`config.mk`:
```
export PLATFORM = sky130hd
export DESIGN_NAME = dst7_1d_seq
export DESIGN_NICKNAME = d
export VERILOG_FILES = /design/src/rtl/dst7_1d_seq.sv
export SDC_FILE = /design/constraint.sdc
export NUM_CORES = 2
export LEC_CHECK = 0
export BUFFER_PORTS_ARGS = -buffer_cell sky130_fd_sc_hd__buf_2
export CAP_MARGIN = 20
export CORE_ASPECT_RATIO = 1.4
export CORE_UTILIZATION = 64
export CTS_BUF_LIST = sky130_fd_sc_hd__clkbuf_16
export DETAILED_ROUTE_END_ITERATION = 8
export GPL_ROUTABILITY_DRIVEN = 1
export PLACE_DENSITY = 0.92
export SLEW_MARGIN = 20
export SYNTH_ARGS = -nofsm -noshare
export SYNTH_HDL_FRONTEND = slang
export SYNTH_SLANG_ARGS = --single-unit
```
`constraint.sdc`:
```
create_clock -name clk -period 23.2 [get_ports clk]
set_input_delay 1.16 -clock clk [delete_from_list [all_inputs] [get_ports clk]]
set_output_delay 1.16 -clock clk [all_outputs]
set_load 0.005 [all_outputs]
```
`src/rtl/dst7_1d_seq.sv`:
```
// dst7_1d_seq - sequential 4/8-point DST-VII 1D stage.
//   One input vector is captured per transaction. A single shared row-MAC
//   produces one output row per cycle; each row gets an optional round-half-up
//   shift and is then saturated to OUT_W bits.
// Ports:
//   clk, rst_n           clock, asynchronous active-low reset
//   in_valid / in_ready  input handshake; X, size8, inverse captured on accept
//   X                    8 x IN_W signed samples, element i at [i*IN_W +: IN_W]
//   out_valid/out_ready  output handshake; Y is valid only while out_valid = 1
//   Y                    8 x OUT_W signed results, element k at [k*OUT_W +: OUT_W]
module dst7_1d_seq #(
  parameter int IN_W  = 9,
  parameter int OUT_W = 16,
  parameter int SHIFT = 0
) (
  input  logic                 clk,
  input  logic                 rst_n,
  input  logic                 in_valid,
  output logic                 in_ready,
  input  logic                 size8,
  input  logic                 inverse,
  input  logic [8*IN_W-1:0]    X,
  output logic                 out_valid,
  input  logic                 out_ready,
  output logic [8*OUT_W-1:0]   Y
);

  localparam int ACC_W = IN_W + 9;
  // Wide enough for the rounding add and for holding the OUT_W bounds.
  localparam int RW = (ACC_W + 1 > OUT_W) ? ACC_W + 1 : OUT_W + 1;
  localparam logic signed [RW-1:0] MAXV = {{(RW-OUT_W+1){1'b0}}, {(OUT_W-1){1'b1}}};
  localparam logic signed [RW-1:0] MINV = {{(RW-OUT_W+1){1'b1}}, {(OUT_W-1){1'b0}}};

  // Forward matrices, row-major: index = {row, col}.
  localparam int C8 [64] = '{
     11,  22,  33,  42,  50,  56,  60,  62,
     33,  56,  62,  50,  22, -11, -42, -60,
     50,  60,  22, -33, -62, -42,  11,  56,
     60,  33, -42, -56,  11,  62,  22, -50,
     62, -11, -60,  22,  56, -33, -50,  42,
     56, -50, -11,  60, -42, -22,  62, -33,
     42, -62,  50, -11, -33,  60, -56,  22,
     22, -42,  56, -62,  60, -50,  33, -11};
  localparam int C4 [16] = '{
     29,  55,  74,  84,
     74,  74,   0, -74,
     84, -29, -74,  55,
     55, -84,  74, -29};

  function automatic int coef(input logic s8, input logic [2:0] r, input logic [2:0] c);
    if (s8) return C8[{r, c}];
    else    return C4[{r[1:0], c[1:0]}];
  endfunction

  typedef enum logic [1:0] {IDLE, CALC, DONE} state_e;

  state_e               state_q, state_d;
  logic [2:0]           row_q;
  logic                 size8_q, inv_q;
  logic [8*IN_W-1:0]    x_q;
  logic [8*OUT_W-1:0]   y_q;
  logic                 accept, last_row;

  logic signed [ACC_W-1:0] acc;
  logic signed [RW-1:0]    rnd, sat;

  // Row MAC over the captured vector; inverse mode walks a matrix column.
  always_comb begin
    int cf;
    acc = '0;
    cf  = 0;
    for (int n = 0; n < 8; n++) begin
      cf = inv_q ? coef(size8_q, 3'(n), row_q) : coef(size8_q, row_q, 3'(n));
      if (size8_q || n < 4)
        acc = acc + ACC_W'($signed(x_q[n*IN_W +: IN_W])) * ACC_W'(cf);
    end
  end

  generate
    if (SHIFT > 0) begin : g_round
      assign rnd = (RW'(acc) + (RW'(1) <<< (SHIFT - 1))) >>> SHIFT;
    end else begin : g_noround
      assign rnd = RW'(acc);
    end
  endgenerate

  always_comb begin
    sat = rnd;
    if (rnd > MAXV)      sat = MAXV;
    else if (rnd < MINV) sat = MINV;
  end

  assign last_row = (row_q == (size8_q ? 3'd7 : 3'd3));

  always_ff @(posedge clk or negedge rst_n) begin
    if (!rst_n) state_q <= IDLE;
    else        state_q <= state_d;
  end

  always_comb begin
    state_d   = state_q;
    in_ready  = 1'b0;
    out_valid = 1'b0;
    accept    = 1'b0;
    case (state_q)
      IDLE: begin
        in_ready = 1'b1;
        if (in_valid) begin
          accept  = 1'b1;
          state_d = CALC;
        end
      end
      CALC: if (last_row) state_d = DONE;
      DONE: begin
        out_valid = 1'b1;
        // Releasing the result frees the block in the same cycle.
        in_ready  = out_ready;
        if (out_ready) begin
          if (in_valid) begin
            accept  = 1'b1;
            state_d = CALC;
          end else begin
            state_d = IDLE;
          end
        end
      end
      default: state_d = IDLE;
    endcase
  end

  always_ff @(posedge clk or negedge rst_n) begin
    if (!rst_n) begin
      row_q   <= '0;
      size8_q <= 1'b0;
      inv_q   <= 1'b0;
      x_q     <= '0;
      y_q     <= '0;
    end else if (accept) begin
      x_q     <= X;
      size8_q <= size8;
      inv_q   <= inverse;
      row_q   <= '0;
      // Upper half is never written by a 4-point run.
      if (!size8) y_q[8*OUT_W-1:4*OUT_W] <= '0;
    end else if (state_q == CALC) begin
      y_q[row_q*OUT_W +: OUT_W] <= sat[OUT_W-1:0];
      row_q <= row_q + 3'd1;
    end
  end

  assign Y = y_q;

endmodule

```
==> results.ini <==
[place]
routabilityCongestion = 0.999
port_buffers = 207
dp.final_hpwl_um = 83100

[die]
die-area_mm2 = 0.0561
fp-row-count = 101
core-area_mm2 = 0.0543
boundaryPins = 208
die_x_um = 201
start_util = 0.650
die_h_um = 280

[cts]
clk_pin_slew_ns = 0.07
cts.sinks = 207
clock_insertion_delay_worst_skew_ns = 0.61
tritoncts.num_buffers = 23
cts_buffer_depth = 3
clock_tree.root_cell = clkbuf_16
htreeDepth = 1
clock_tree_from_tritoncts = yes
postCtsHoldBufs = 0

[layout]
layout_commonest_cell = inv_1
drive_gt1_frac = 0.119
layout.filler_cells = 3842
layout.cells.most_common_list = inv_1 (775), fa_1 (632), nand2_1 (433)
syn2layout_area_growth_pct = 7.32
final_nets = 4864

[setup_path]
cp_max_fo = 25
worst_setup_path_startpoint = row_q[1]
crit_path_top_delay_cell = o21ai_1
reg2reg_from = row_q[1]
worst-endpoint-required_ns = 23.72
timing_worst_setup_path_type = reg2reg
rrSetupSlack_ns = 1.20
critical_path.reg2reg.endpoint = Y[42]
ff2ff_path_depth = 74
worst_setup_path_end = Y[42]
cpPeakStageDelay_ns = 0.85
arrival_ns = 22.52
timing.critical_path.to_type = flip-flop
worstSetupStartpointType = flip-flop

[timing]
slew_viol_final = 0
fin_skew_ns = 0.0414
rsz0062_at_grt = no
timing.fmax_mhz = 45.4
finalSetupViolations = 0
rel_slew_slack = 0.211
totalNegativeSetupSlack_ns = 0
layout_worst_path_cycle_share = 0.948
tightest_slew_ns = 1.18
timing.final.crit_period_ns = 22.00
timing_hold_violations_final = 0

[global_routing]
first_global_vias = 31600
initial_antenna_violation_count = 1
maximum_number_of_pins_on_one_net_before_global_route_repair = 83
gr-total-overflow = 0
grt_first_pass_wirelength_um = 166000
track_usage = 0.387

[synth]
synth_flop_cell = dfrtp_1
synthCells = 3693
yosys.cell_types.count = 73
mappedNetlistNets = 4717
synth_top_area_cell = fa_1
synthesis.area_per_instance_um2 = 9.56
synth_enable_flop_cells = 0
fraction_of_synthesized_cell_area_taken_by_the_top_area_cell_type = 0.358
synthesis.yosys.warnings = 0
synth_top_cells_by_area = fa_1 (36%), dfrtp_1 (15%), ha_1 (11%), inv_1 (8.2%), nand2_1 (4.6%)
synth.ff_latch_count = 207
netlist_area_mm2 = 0.0353
async_set_reset_flop_share_out_of_synthesis = 1.00
share_of_the_yosys_chip_area_belonging_to_registers = 0.147

[route]
final_antenna_net_count = 0
detail_route.first_pass.iterations = 9
iteration_0_drc_markers = 2706
routed_wirelength_um = 105000
via_count = 28600
wire_per_inst_um = 23.0
via_density_per_instance = 6.24
post-route-drc-count = 0

[job]
max_cap_viol_count = 0

[min_path]
kind_of_path_behind_the_tightest_hold_check = reg2reg

[run_status]
status = finished, final reports clean

routing by layer:
layer,global-route usage,wire (µm),vias up
li1,-,-,11900
met1,0.391,32000,14100
met2,0.657,52100,1870
met3,0.0902,9670,689
met4,0.366,11700,0
met5,0,0,-
final cells by class:
type	count	area [µm²]	share of cell area
Antenna cell	1	2.50	0.0000660
Sequential cell	207	5190	0.137
Clock inverter	17	161	0.00426
Inverter	773	2900	0.0766
Tap cell	721	902	0.0238
Clock buffer	23	576	0.0152
Multi-Input combinational cell	2580	26700	0.706
Timing Repair Buffer	255	1420	0.0374
cell families after synthesis:
kind of cell	Yosys count	share of synthesized area
compound gates	534	0.113
xor+xnor	95	0.0240
fa+ha+maj	946	0.470
buf+inv	906	0.0970
flops	207	0.147
mux	70	0.0222
simple gates	935	0.127
worst min-delay path by stage:
stage | startpoint | end | slack [ns] | cells past startpoint
6_report | Y[64] | Y[64] | 0.52 | 1
5_1_grt | Y[112] | Y[112] | 0.53 | 1
4_1_cts | Y[83] | Y[83] | 0.52 | 1
3_5_place_dp | Y[83] | Y[83] | 0.49 | 1
3_3_place_gp | Y[12] | Y[12] | 0.49 | 1
2_1_floorplan | Y[31] | Y[31] | 0.47 | 2
through the flow:
| stage | instances | worst slack, ns | hold WS (ns) | instance area [µm²] | utilization |
|---|---|---|---|---|---|
| global placement | 4532 | 1.61 | 0.495 | 37100 | 0.683 |
| CTS | 4572 | 0.965 | 0.518 | 37800 | 0.696 |
| global route | 4577 | 0.342 | 0.528 | 37900 | 0.697 |
| detailed placement | 4532 | 1.01 | 0.495 | 37100 | 0.683 |
| finish | 4577 | 1.20 | 0.521 | 37900 | 0.697 |
| floorplan | 3693 | 4.25 | 0.470 | 35300 | - |
flip-flops by register name, indices dropped and copies added, names as in the netlist:
| signal | cells |
|---|---|
| x_q | 72 |
| size8_q | 1 |
| Y | 128 |
| row_q | 3 |
| state_q | 2 |
| inv_q | 1 |
worst max-delay path: cells and delay by family, from the launching register on:
family | cells | cell delay [ns]
adder cells (fa/ha/maj) | 26 | 11.15
XOR/XNOR | 6 | 1.50
flip-flops | 1 | 0.65
buffers and inverters | 15 | 1.06
AO/OA/AOI/OAI | 20 | 5.68
AND/OR/NAND/NOR | 7 | 1.83
timing repair:
item                       4_1_cts  5_1_grt
setup endpoints to repair        0       15
resized for setup                0        1
setup buffers                    0        3
cell usage after synthesis, types with 4 or more instances:
cell and instances:
a22o_1 4, buf_2 7, nor3_1 22, mux2_2 66
o221a_2 45, or2_2 23, a21oi_1 107, o22a_1 15
o21a_1 12, a21o_1 36, fa_1 632, a31o_2 5
xnor2_1 73, a31oi_4 6, o22ai_1 8, and3_1 14
o21bai_1 4, nand2b_1 50, a32oi_2 6, nor2_1 95
a211oi_1 12, o21ai_0 97, ha_1 314, o31ai_1 23
nor3b_1 4, a22oi_1 6, clkbuf_1 77, inv_1 771
nor2b_1 76, nand2_1 433, a31oi_1 10, nand3_1 21
dfrtp_1 207, or3_1 5, o211ai_1 12, buf_1 45
mux2i_1 4, a221o_1 61, o21ai_1 18, xor2_1 21
a21boi_0 14, and2_1 180
Power is not shown: default switching activity piles up to over one toggle a cycle in this logic, so the estimate is an artifact.
